### src/rtl/mac_seq_pkg.sv
// ----------------------------------------------------------------------------
// mac_seq_pkg
// Shared types and constants for the MAC dot-product sequencer.
// Revision: 1.0
// ----------------------------------------------------------------------------
`default_nettype none

package mac_seq_pkg;

  localparam int LANES  = 4;
  localparam int LANE_W = 8;

  // Sequencer control states.
  typedef enum logic [1:0] {
    ACCUM = 2'd0,
    DRAIN = 2'd1,
    HOLD  = 2'd2
  } seq_state_e;

  // Return signed byte lane k of a packed 4-lane operand word.
  function automatic logic signed [LANE_W-1:0] lane_get(
    input logic [LANES*LANE_W-1:0] word,
    input int unsigned             k
  );
    return LANE_W'(word >> (k * LANE_W));
  endfunction

endpackage

`default_nettype wire

### src/rtl/mac_tag_pipe.sv
// ----------------------------------------------------------------------------
// mac_tag_pipe
// Latency-matched valid shift register that tags beats in flight through
// the MAC unit; clears synchronously so stale results are ignored.
// Revision: 1.0
// ----------------------------------------------------------------------------
`default_nettype none

module mac_tag_pipe #(
  parameter int DEPTH = 3
) (
  input  logic clock,
  input  logic reset,
  input  logic push_i,
  output logic tail_o,
  output logic any_o
);

  logic [DEPTH-1:0] tag_q;
  logic [DEPTH-1:0] tag_d;

  generate
    if (DEPTH == 1) begin : g_single
      assign tag_d = push_i;
    end else begin : g_multi
      assign tag_d = {tag_q[DEPTH-2:0], push_i};
    end
  endgenerate

  // Advance the tag chain one stage per cycle; reset drops every tag.
  always_ff @(posedge clock) begin
    if (reset) begin
      tag_q <= '0;
    end else begin
      tag_q <= tag_d;
    end
  end

  assign tail_o = tag_q[DEPTH-1];
  assign any_o  = |tag_q;

endmodule

`default_nettype wire

### src/rtl/mac_dot_sequencer.sv
// ----------------------------------------------------------------------------
// mac_dot_sequencer
// Feeds a fixed-latency 4-lane signed MAC, accumulates returning partial
// sums over an in_last-terminated group and hands out one result per group.
// Revision: 1.0
// ----------------------------------------------------------------------------
`default_nettype none

module mac_dot_sequencer
  import mac_seq_pkg::*;
#(
  parameter int MAC_LATENCY = 3,
  parameter int ACC_W       = 32,
  parameter int CNT_W       = 16
) (
  input  logic             clock,
  input  logic             reset,
  input  logic             in_valid,
  output logic             in_ready,
  input  logic [31:0]      in_dataa,
  input  logic [31:0]      in_datab,
  input  logic             in_last,
  output logic [31:0]      mac_dataa,
  output logic [31:0]      mac_datab,
  input  logic [31:0]      mac_result,
  output logic             out_valid,
  input  logic             out_ready,
  output logic [ACC_W-1:0] out_result,
  output logic [CNT_W-1:0] out_count,
  output logic             busy
);

  seq_state_e       state_q, state_d;
  logic [ACC_W-1:0] acc_q, acc_d;
  logic [CNT_W-1:0] count_q, count_d;
  logic             accept;
  logic             retire;
  logic             in_flight;

  // Ready depends only on state (and is forced low while in reset).
  assign in_ready = (state_q == ACCUM) && !reset;
  assign accept   = in_valid && in_ready;

  // Operands reach the MAC only on accepted cycles; idle cycles drive zeros.
  generate
    for (genvar k = 0; k < LANES; k++) begin : g_lane
      assign mac_dataa[k*LANE_W +: LANE_W] = accept ? lane_get(in_dataa, k) : '0;
      assign mac_datab[k*LANE_W +: LANE_W] = accept ? lane_get(in_datab, k) : '0;
    end
  endgenerate

  mac_tag_pipe #(
    .DEPTH (MAC_LATENCY)
  ) u_tag_pipe (
    .clock  (clock),
    .reset  (reset),
    .push_i (accept),
    .tail_o (retire),
    .any_o  (in_flight)
  );

  // Next-state, accumulate-on-retire and result-release logic.
  always_comb begin
    state_d = state_q;
    acc_d   = acc_q;
    count_d = count_q;

    if (retire) begin
      acc_d   = acc_q + ACC_W'(signed'(mac_result));
      count_d = count_q + CNT_W'(1);
    end

    case (state_q)
      ACCUM: begin
        if (accept && in_last) state_d = DRAIN;
      end
      // No tag in flight also means nothing retires this cycle.
      DRAIN: begin
        if (!in_flight) state_d = HOLD;
      end
      HOLD: begin
        if (out_ready) begin
          state_d = ACCUM;
          acc_d   = '0;
          count_d = '0;
        end
      end
      default: begin
        state_d = ACCUM;
      end
    endcase
  end

  // State, accumulator and beat counter registers.
  always_ff @(posedge clock) begin
    if (reset) begin
      state_q <= ACCUM;
      acc_q   <= '0;
      count_q <= '0;
    end else begin
      state_q <= state_d;
      acc_q   <= acc_d;
      count_q <= count_d;
    end
  end

  assign out_valid  = (state_q == HOLD);
  assign out_result = acc_q;
  assign out_count  = count_q;
  assign busy       = (state_q != ACCUM) || in_flight;

endmodule

`default_nettype wire

### config.mk
export PLATFORM = sky130hd
export DESIGN_NAME = mac_dot_sequencer
export DESIGN_NICKNAME = d
export VERILOG_FILES = /design/src/rtl/mac_seq_pkg.sv /design/src/rtl/mac_tag_pipe.sv /design/src/rtl/mac_dot_sequencer.sv
export SDC_FILE = /design/constraint.sdc
export NUM_CORES = 1
export LEC_CHECK = 0
export BUFFER_PORTS_ARGS = -buffer_cell sky130_fd_sc_hd__buf_2
export CELL_PAD_IN_SITES_DETAIL_PLACEMENT = 1
export CELL_PAD_IN_SITES_GLOBAL_PLACEMENT = 1
export CORE_MARGIN = 3
export CORE_UTILIZATION = 32
export DETAILED_ROUTE_END_ITERATION = 8
export GPL_TIMING_DRIVEN = 0
export PLACE_DENSITY = 0.81
export SLEW_MARGIN = 20
export SYNTH_ARGS = -nofsm -noshare
export SYNTH_HDL_FRONTEND = slang
export SYNTH_SLANG_ARGS = --single-unit
### constraint.sdc
create_clock -name clock -period 3.3 [get_ports clock]
set_clock_uncertainty 0.15 [all_clocks]
set_input_delay 0.165 -clock clock [delete_from_list [all_inputs] [get_ports clock]]
set_output_delay 0.165 -clock clock [all_outputs]
set_load 0.05 [all_outputs]
# --- After elaboration in Yosys (flattened, before gate mapping) ---
# Index checks and enable logic that the tools add are counted.
word_totals:
  inputBits: 101
  register_bits: 53
classes:
  reduce_logical: 9
  muxes: 18
  addsub: 2
  eq_ne: 5
op_table:
  columns: ["operator", "count"]
  rows:
  - ["32-bit 2-to-1 mux", 3]
  - ["8-bit 2-to-1 mux", 8]
  - ["16-bit 2-to-1 mux", 3]
  - ["32-bit adder", 1]
  - ["16-bit by 1-bit adder with 16-bit output (second input constant)", 1]
  - ["2-bit 2-to-1 mux", 3]
  - ["2-bit case mux with 3 select lines", 1]
  - ["2-bit by 1-bit != test with 1-bit output (second input constant)", 2]
  - ["1-bit logical AND", 3]
  - ["3-bit AND reduction", 1]
  - ["3-bit OR reduction", 1]
  - ["2-bit by 1-bit equality test with 1-bit output (second input constant)", 1]
  - ["2-bit equality test (second input constant)", 1]
  - ["2-bit zero test", 1]
  - ["2-bit != test (second input constant)", 1]
  - ["2-bit nonzero test", 1]
  - ["1-bit zero test", 1]
  - ["1-bit logical OR", 1]

# --- Longest topological paths before layout ---
# Gate-level depths: netlist of the first run.
depth:
  word_depth: 6
  ltp_mapped: 10
  ltp_nobuf: 10

# --- Cells and area by module ---
# A second synthesis of the first run with hierarchy kept.
hier_totals:
  hier_cells: 509
  hier_area_um2: 4055.1
by_module_without_submodules:
  columns: ["module", "cells_each", "instances", "area_per_inst_um2", "seq_area_each_um2"]
  rows:
  - ["mac_dot_sequencer", 502, 1, 3970.1, 1001.0]
  - ["mac_tag_pipe", 7, 1, 85.1, 60.1]

# --- Worst setup path before layout of the first run ---
# Ideal clock, no wire load.
synth_path:
  path_kind: "reg2reg"
  startpoint: "reg acc_q[10] (netlist: out_result[10])"
  endpoint: "reg acc_q[24] (netlist: out_result[24])"
  required_ps: 3063
  path_slack_ps: 377
  arrival_time_ps: 2686
  stages_incl_launch_ff: 10
  path_cell_list: "dfxtp_1 ha_1 a21oi_1 a21boi_0 a311oi_1 a21oi_1 nor4b_1 nor3_1 o21a_1 o31ai_1"
synth_between:
  elab_chain_len: 4
synth_rtl:
  columns: ["element", "line_no", "source"]
  rows:
  - ["from (decl)", "mac_dot_sequencer.sv:34", "logic [ACC_W-1:0] acc_q, acc_d;"]
  - ["from (signal assigned)", "mac_dot_sequencer.sv:98", "acc_q <= '0;"]
  - ["from (signal assigned)", "mac_dot_sequencer.sv:102", "acc_q <= acc_d;"]
  - ["32-bit adder *", "mac_dot_sequencer.sv:69", "acc_d = acc_q + ACC_W'(signed'(mac_result));"]
  - ["32-bit 2-to-1 mux *", "mac_dot_sequencer.sv:68", "if (retire) begin"]
  - ["32-bit 2-to-1 mux", "mac_dot_sequencer.sv:82", "if (out_ready) begin"]
  - ["32-bit 2-to-1 mux *", "mac_dot_sequencer.sv:73", "case (state_q)"]
# Every way passes the cells marked *; elsewhere a longest branch is shown, timed or not.
# A chain may end at the register's enable or synchronous reset.

# --- Final worst setup path of the first run ---
layout_path:
  startpoint: "reg acc_q[10] (netlist: out_result[10])"
  endpoint: "reg acc_q[30] (netlist: out_result[30])"
# Same word-level chain as after synthesis.

==> flow_summary.ini, run 1 <==
[timing]
fmax_ghz = 0.332
relSlewSlack = 0.447
slew_viol_final = 0
totalNegativeSetupSlack_ns = 0
finalHoldWorstSlack_ns = 0.0348
fin_crit_sh = 0.912
timing.final.crit_period_ns = 3.01
finalHoldViolations = 0
tightestPinTransition_ns = 0.829
rsz_0062_raised_after_global_routing = no
report.final.setup_viol = 0

[die]
start_util = 0.331
floorplan.io_pins = 216
fp-row-count = 41
die-height_um = 121
core_um2 = 12800
die-area_um2 = 14600
floorplan.die.width_um = 121

[pwr]
cellInternalPower_w = 0.00111
flop_pwr_share = 0.378
power_spent_charging_and_discharging_nets_w = 0.000646
vdd_ir_drop_max_mv = 0.170
switching_share = 0.368
power.density_nw_per_um2 = 309
power.leakage_nw = 3.12
pwr-share-comb = 0.315
clock_power_share = 0.307

[run]
cap_viol_max_count = 0

[grt]
grt_max_degree = 17
grt_first_pass_wirelength_mm = 25.0
grtUsageTotal = 0.211
grt_overflow = 0
antenna_found_initial = 0
grt_pass1_vias = 5072

[clock_tree]
htreeDepth = 2
source_to_sink_clock_delay_at_the_later_pin_of_the_worst_skew_pair_ns = 0.30
cts_inserted_buffers = 5
worst_setup_hold_path_clk_slew_ns = 0.07
clock_tree_from_tritoncts = yes
postcts_setup_bufs = 0
clk_path_buf_depth = 2
clock-root-buffer = clkbuf_16
cts_sinks = 53

[finish]
areaGrowthSynthToFinish_pct = 34.3
fin_area_um2 = 5680
commonest_cells_after_routing_fill_and_taps_aside = buf_2, and3_1, dfxtp_1
layout.cells.most_common = buf_2
finish.net_count = 903
number_of_diodes_added_for_antenna_fixing = 0
drive_above_1_share = 0.316

[detailed_routing]
dr_total_vias = 5035
wl_met1_mm = 6.33
maxUsedRoutingLayer = met4
route.detailed.vias_per_inst = 5.35
wl_met3_mm = 1.06
drt_first_iter_violations = 223
met2_routed_wl_mm = 8.46
routedWlPerCell_um = 17.1
detail_route.drc_violations = 0
totalWireLength_mm = 16.1
route.antenna.remaining_nets = 0
drt_pass1_iterations = 5

[synthesis]
post_synth.cell_area_avg_um2 = 7.75
synth.distinct_cells = 59
async_reset_ff_frac = 0
number_of_warning_messages_in_the_yosys_log = 0
number_of_synthesized_flops_with_an_enable_pin = 0
post_synth_instance_area_um2 = 4230
postSynthRegisterBits = 53
number_of_nets_produced_by_synthesis = 680
dominantRegCellSynth = dfxtp_1
synth_sequential_area_ratio = 0.251
synthesis.instances = 546

[setup_path]
end_kind = flop
critical_path_required_ns = 3.39
critical_path.max_fanout = 7
worst_r2r_path_depth = 9
crit_path_start_kind = flop
critical_path_arrival_ns = 3.10
crit_type = flop to flop
reg_to_reg_slack_setup_ns = 0.29

[worst_hold_path]
min_path_cells = 4
hold_class = input port to flop

[placement]
dp_hpwl_mm = 13.2
placed_cell_area_um2 = 5520
routabilityCongestion = 0.908
place.port_buffers = 215

[outcome]
run_status = completed
## stage by stage
step	power (W)	utilization	setup slack (ns)	instances
3_3_place_gp	0.00122	0.432	0.260	933
2_1_floorplan	0.00105	-	0.377	546
3_5_place_dp	0.00123	0.432	0.236	933
4_1_cts	0.00177	0.444	0.210	942
5_1_grt	0.00184	0.445	0.110	942
6_report	0.00175	0.445	0.292	942
## power by group through the flow
stage / sequential, W / combinational [W] / clock (W)
6_report: 0.000663 / 0.000553 / 0.000538
5_1_grt: 0.000664 / 0.000595 / 0.000578
4_1_cts: 0.000663 / 0.000554 / 0.000552
3_5_place_dp: 0.000678 / 0.000552 / 0
3_3_place_gp: 0.000677 / 0.000541 / 0
2_1_floorplan: 0.000709 / 0.000346 / 0
## final timing paths
path,startpoint,end
min,out_ready,state_q[1]
max,out_result[10],out_result[30]
max reg2reg,out_result[10],out_result[30]
min reg2reg,u_tag_pipe.tag_q[1],u_tag_pipe.tag_q[2]
## critical path, cell delays in order (launching register included)
cell and delay (ns):
dfxtp_1 0.33, ha_1 0.37, a21oi_1 0.25, a21boi_0 0.14
a311oi_1 0.40, a21oi_1 0.26, o2111a_1 0.34, nor3_1 0.33
o2111ai_1 0.22, nand3_1 0.16
## logic make-up after synthesis
family | synth area share
compound gates | 0.207
simple gates | 0.298
flops | 0.251
xor+xnor | 0.0538
buf+inv | 0.0526
fa+ha+maj | 0.0993
mux | 0.0381
## synth_stat cells (all sizes together) (2+ instances only)
| master | count | area share |
|---|---|---|
| and3 | 77 | 0.11 |
| dfxtp | 53 | 0.25 |
| nor2 | 44 | 0.039 |
| a21oi | 41 | 0.048 |
| nand2 | 37 | 0.033 |
| clkbuf | 34 | 0.038 |
| ha | 32 | 0.095 |
| nand3 | 26 | 0.031 |
| o21ai | 23 | 0.027 |
| a21o | 22 | 0.040 |
| mux2i | 15 | 0.035 |
| nor3 | 14 | 0.017 |
| xnor2 | 14 | 0.029 |
| inv | 13 | 0.012 |
| xor2 | 12 | 0.025 |
| or3 | 10 | 0.015 |
| o21bai | 7 | 0.012 |
| nand4 | 6 | 0.0089 |
| o211ai | 6 | 0.012 |
| o31ai | 5 | 0.0089 |
| a31oi | 4 | 0.0059 |
| nor2b | 4 | 0.0059 |
| o21a | 4 | 0.0089 |
| a211o | 3 | 0.0062 |
| a211oi | 3 | 0.0053 |
| and2 | 3 | 0.0047 |
| nand3b | 3 | 0.0053 |
| o22ai | 3 | 0.0044 |
| a21boi | 2 | 0.0035 |
| and4 | 2 | 0.0050 |
| nand4b | 2 | 0.0041 |
| nor3b | 2 | 0.0035 |
| nor4b | 2 | 0.0041 |
## metal layers
| metal | vias to the layer above | global-route usage |
|---|---|---|
| met2 | 186 | 0.400 |
| li1 | 2442 | - |
| met3 | 17 | 0.0396 |
| met1 | 2390 | 0.237 |
| met4 | 0 | 0.0588 |
| met5 | - | 0 |
## repair_timing
action                     4_1_cts  5_1_grt
gates resized for setup          0        1
hold buffers                     1        0
hold endpoints to repair         4        0
setup endpoints to repair        0        1
## flip-flops by register name, indices dropped and copies added (netlist names)
name              cells
out_result           32
u_tag_pipe.tag_q      3
state_q               2
out_count            16
## layout make-up
class	instances	area (µm²)
inverter	13	48.8
tap	172	215
clock inverter	3	17.5
timing repair buffer	216	1090
buffer	36	174
clock buffer	5	125
sequential	53	1060
fill	1683	7090
multi-input combinational	444	2950
No activity file was read; power rests on OpenSTA's default activity.
==> inputs of run 2 (changes only) <==
CORE_MARGIN = default   (was 3)
==> run 2 against run 1 <==
Against the previous run:
- design area is essentially flat
- flip-flop and latch count did not move
- sequential share of layout area about the same
- final cell count fell by 0.11%
- wire length down 1.6%
- critical path depth unchanged
- register-to-register slack got worse by 0.02 ns
- largest cell class unchanged
==> flow_summary.ini, run 2 (same netlist as run 1, synthesis figures left out) <==
[outcome]
run_status = completed

[timing]
slew_viol_final = 0
final_critical_path_setup_slack_ns = 0.275
fmax_ghz = 0.331
totalNegativeSetupSlack_ns = 0
fin_crit_sh = 0.917
tightestPinTransition_ns = 0.783
rsz_0062_raised_after_global_routing = no
timing.final.crit_period_ns = 3.03
report.final.setup_viol = 0
relSlewSlack = 0.478
finalHoldViolations = 0

[detailed_routing]
route.detailed.vias_per_inst = 5.32
drt_pass1_iterations = 4
routedWlPerCell_um = 16.8
detail_route.drc_violations = 0
drt_first_iter_violations = 187
totalWireLength_mm = 15.9
route.antenna.remaining_nets = 0
dr_total_vias = 5007

[setup_path]
end_kind = flop
crit-reg2reg-capture = out_result[26]
crit_path_start_kind = flop
critical_path_required_ns = 3.30
reg_to_reg_slack_setup_ns = 0.27
r2r_start = out_result[10]
path_cells = ha_1, a21oi_1, a21boi_0, a311oi_1, a21oi_1, o2111a_1, nor4_1, xor2_1, o22ai_1
critical_path_arrival_ns = 3.03
critical-path-slowest-cell = a311oi_1
worst_r2r_path_depth = 9
crit_type = flop to flop
max_stage_delay_ns = 0.45
worst_path_most_repeated_cell = a21oi_1
critical_path.max_fanout = 7

[clock_tree]
source_to_sink_clock_delay_at_the_later_pin_of_the_worst_skew_pair_ns = 0.30
worst_setup_hold_path_clk_slew_ns = 0.07
clock_tree_from_tritoncts = yes
clk_path_buf_depth = 2
clock-root-buffer = clkbuf_16
htreeDepth = 2
cts_sinks = 53
cts_inserted_buffers = 5

[finish]
number_of_diodes_added_for_antenna_fixing = 0
largest_reg_flops = 32
area.sequential_um2 = 1060
multiInputGateArea_um2 = 2950
fin_area_um2 = 5690
layout.cells.most_common = buf_2
commonest_cells_after_routing_fill_and_taps_aside = buf_2, and3_1, dfxtp_1
final.fill_count = 1663
drive_above_1_share = 0.315
finish.net_count = 903
areaGrowthSynthToFinish_pct = 34.4

[grt]
met3_usage = 0.0340
grt_overflow = 0
grtUsageTotal = 0.226
gr-max-usage-layer = met2
groute.layer.met1.usage = 0.249
grt_first_pass_wirelength_mm = 24.0
grt_max_degree = 16
antenna_found_initial = 0
grt_pass1_vias = 4969
globalRouteMet2Util = 0.438

[worst_hold_path]
min_path_cells = 4
hold_end = state_q[1]
hold_class = input port to flop
worst_hold_launch = out_ready

[pwr]
cellInternalPower_w = 0.00113
power.total_w = 0.00176
pwr-share-comb = 0.314
power.density_nw_per_um2 = 310
clock_power_share = 0.310
flop_pwr_share = 0.376
switching_share = 0.361
vdd_ir_drop_max_mv = 0.179
power.leakage_nw = 3.12
power_spent_charging_and_discharging_nets_w = 0.000636

[die]
core_um2 = 12800
fp-row-count = 41
die-height_um = 117
die-area_um2 = 13700
start_util = 0.331
floorplan.io_pins = 216
floorplan.die.width_um = 117

[placement]
place.port_buffers = 215
routabilityCongestion = 0.887
dp_worst_setup_slack_ns = 0.181
placed_cell_area_um2 = 5520
dp_hpwl_mm = 12.9

[run]
cap_viol_max_count = 0
run 2: power by group through the flow:
stage | Combinational (W) | Sequential, W | Clock, W
after CTS | 0.000554 | 0.000663 | 0.000568
after global placement | 0.000540 | 0.000677 | 0
after floorplan | 0.000346 | 0.000709 | 0
final | 0.000554 | 0.000663 | 0.000547
after detailed placement | 0.000552 | 0.000678 | 0
after global routing | 0.000594 | 0.000665 | 0.000586
run 2: metrics by stage:
stage,hold slack (ns),utilization,instances
after global routing,0.0992,0.445,941
after CTS,0.0528,0.445,941
after global placement,0.293,0.432,933
after floorplan,0.0866,-,546
after detailed placement,0.294,0.432,933
final,0.0528,0.445,941
run 2: worst max path at each step:
stage	depth (start not counted)	end	start	slack (ns)
after floorplan	9	out_result[24]	out_result[10]	0.38
after global placement	9	out_result[24]	out_result[10]	0.25
after detailed placement	9	out_result[24]	out_result[10]	0.18
after CTS	9	out_result[24]	out_result[10]	0.13
after global routing	9	out_result[26]	out_result[10]	0.09
final	9	out_result[26]	out_result[10]	0.27
run 2: worst max-delay path, delay by kind of cell (launching register included):
kind | cells | cell delay, ns
XOR/XNOR | 1 | 0.18
AO/OA/AOI/OAI | 6 | 1.55
AND/OR/NAND/NOR | 1 | 0.30
adder cells (fa/ha/maj) | 1 | 0.36
flip-flops | 1 | 0.33
run 2: cell type report:
| type | count | share of cell area |
|---|---|---|
| clock inverters | 1 | 0.00132 |
| well taps | 172 | 0.0379 |
| inverters | 13 | 0.00858 |
| plain buffers | 36 | 0.0306 |
| flip-flops and latches | 53 | 0.187 |
| multi-input cells | 444 | 0.520 |
| clock buffers | 6 | 0.0244 |
| repair buffers | 216 | 0.191 |
run 2: routing by layer:
layer	vias to the layer above	wire [µm]
met1	2372	6190
li1	2434	-
met3	23	954
met5	-	0
met2	178	8350
met4	0	367
run 2: what timing repair did:
action / CTS / global route
endpoints found under the hold margin: 4 / 0
endpoints found under the setup margin: 0 / 1
hold buffers: 1 / 0
gates resized for setup: 0 / 1
buffers inserted: 0 / 0
==> inputs of run 3 (changes only) <==
clock period = 3 ns   (was 3.3 ns; I/O delays follow)
==> run 3 against run 2 <==
Against the previous run:
- clock power is 11% higher
- count of clock-buffer cells in the layout unchanged
- sequential power up 10%
- design area grew 0.44%
- wire length grew 0.36%
- flip-flop and latch count did not move
- final cell count unchanged
- critical path type unchanged
- critical endpoint unchanged
- largest power group unchanged
- highest routed layer unchanged
==> flow_summary.ini, run 3 (same netlist as run 1, synthesis figures left out) <==
[clock_tree]
htreeDepth = 2
clk_path_buf_depth = 2
worst_setup_hold_path_clk_slew_ns = 0.07
clock_tree_from_tritoncts = yes
cts_inserted_buffers = 5
source_to_sink_clock_delay_at_the_later_pin_of_the_worst_skew_pair_ns = 0.30
clock-root-buffer = clkbuf_16
postcts_setup_bufs = 0
cts_sinks = 53

[setup_path]
crit_path_start_kind = flop
critical-path-slowest-cell = a311oi_2
r2r_start = out_result[10]
end_kind = flop
max_stage_delay_ns = 0.39
worstSetupStartpoint = out_result[10]
number_of_buffers_and_inverters_on_the_critical_path = 0
path_cells = ha_1, a21oi_1, a21boi_0, a311oi_2, a21oi_2, o2111a_1, nor4_2, xor2_1, o22ai_1
critical_path_arrival_ns = 2.90
crit_type = flop to flop
critical_path.max_fanout = 7
critical_path_required_ns = 3.01
critical-path-top-delay-family = compound AO/OA/AOI/OAI gates

[pwr]
vdd_ir_drop_max_mv = 0.197
cellInternalPower_w = 0.00124
power.density_nw_per_um2 = 340
switching_share = 0.362
pwr-share-comb = 0.314
flop_pwr_share = 0.375
clock_power_share = 0.311
power.leakage_nw = 3.14
power_spent_charging_and_discharging_nets_w = 0.000703

[finish]
final.fill_count = 1661
final-instance-count-excl-fill = 941
areaGrowthSynthToFinish_pct = 34.9
finish.net_count = 903
layout.cells.most_common = buf_2
drive_above_1_share = 0.319
largest_reg_flops = 32
commonest_cells_after_routing_fill_and_taps_aside = buf_2, and3_1, dfxtp_1
number_of_diodes_added_for_antenna_fixing = 0

[grt]
grt_first_pass_wirelength_mm = 24.0
grt_pass1_vias = 4969
grt_max_degree = 16
grtUsageTotal = 0.226
grt_overflow = 0
antenna_found_initial = 0

[timing]
finalHoldViolations = 0
fmax_ghz = 0.346
tightestPinTransition_ns = 0.782
report.final.setup_viol = 0
relSlewSlack = 0.478
slew_viol_final = 0
totalNegativeSetupSlack_ns = 0
timing.final.crit_period_ns = 2.89
fin_crit_sh = 0.963

[die]
core_um2 = 12800
die-area_um2 = 13700
die-height_um = 117
start_util = 0.331
floorplan.die.width_um = 117
fp-row-count = 41
floorplan.io_pins = 216

[detailed_routing]
routedWlPerCell_um = 16.9
drt_first_iter_violations = 193
route.detailed.vias_per_inst = 5.35
totalWireLength_mm = 15.9
dr_total_vias = 5032
detail_route.drc_violations = 0
drt_pass1_iterations = 4
route.antenna.remaining_nets = 0

[placement]
place.port_buffers = 215
placed_cells_incl_taps = 933
dp_hpwl_mm = 12.9
routabilityCongestion = 0.887

[outcome]
run_status = completed

[worst_hold_path]
hold_class = input port to flop
worst_hold_launch = out_ready

[run]
cap_viol_max_count = 0
-- run 3: per-stage QoR --
stage | cell area (µm²) | utilization | power [W] | setup slack, ns | hold WS [ns]
4_1_cts | 5690 | 0.445 | 0.00196 | 0.0154 | 0.0378
3_5_place_dp | 5520 | 0.432 | 0.00135 | -0.119 | 0.279
3_3_place_gp | 5520 | 0.432 | 0.00134 | -0.0458 | 0.278
2_1_floorplan | 4230 | - | 0.00116 | 0.0769 | 0.0716
6_report | 5710 | 0.447 | 0.00194 | 0.110 | 0.0370
5_1_grt | 5710 | 0.447 | 0.00203 | -0.0727 | 0.0842
-- run 3: worst reg2reg max path: stages, from the launching register on --
cell and delay (ns):
dfxtp_1 0.33, ha_1 0.36, a21oi_1 0.29, a21boi_0 0.17, a311oi_2 0.39, a21oi_2 0.19, o2111a_1 0.32, nor4_2 0.26
xor2_1 0.17, o22ai_1 0.10
-- run 3: repair_timing --
item,CTS,global route
endpoints found under the hold margin,4,0
endpoints found under the setup margin,2,6
resized for setup,1,4
cloned,0,0
hold buffers,1,0
-- run 3: final cells by class --
type                    instances  area [µm²]  share of cell area
inverters                      13        48.8             0.00855
clock buffers                   6         139              0.0243
well taps                     172         215              0.0377
clock inverters                 1        7.51             0.00131
plain buffers                  36         174              0.0305
multi-input cells             444        2980               0.522
repair buffers                216        1090               0.190
flip-flops and latches         53        1060               0.186
-- run 3: path summary, 6_finish.rpt --
path	to	slack, ns	depth (start not counted)
min reg2reg	u_tag_pipe.tag_q[1]	0.32	1
max reg2reg	out_result[26]	0.11	9
min	state_q[1]	0.04	4
max	out_result[26]	0.11	9
-- run 3: per-layer routing --
layer	up-vias	track usage	routed length, µm
li1	2431	-	-
met5	-	0	0
met2	187	0.438	8290
met4	0	0.0776	413
met3	24	0.0340	1010
met1	2390	0.249	6200
-- run 3: power groups by stage --
| stage | clock network, W | registers, W | logic, W |
|---|---|---|---|
| global route | 0.000645 | 0.000731 | 0.000655 |
| global placement | 0 | 0.000744 | 0.000595 |
| detailed placement | 0 | 0.000746 | 0.000607 |
| finish | 0.000605 | 0.000729 | 0.000610 |
| floorplan | 0 | 0.000780 | 0.000380 |
| CTS | 0.000624 | 0.000729 | 0.000610 |
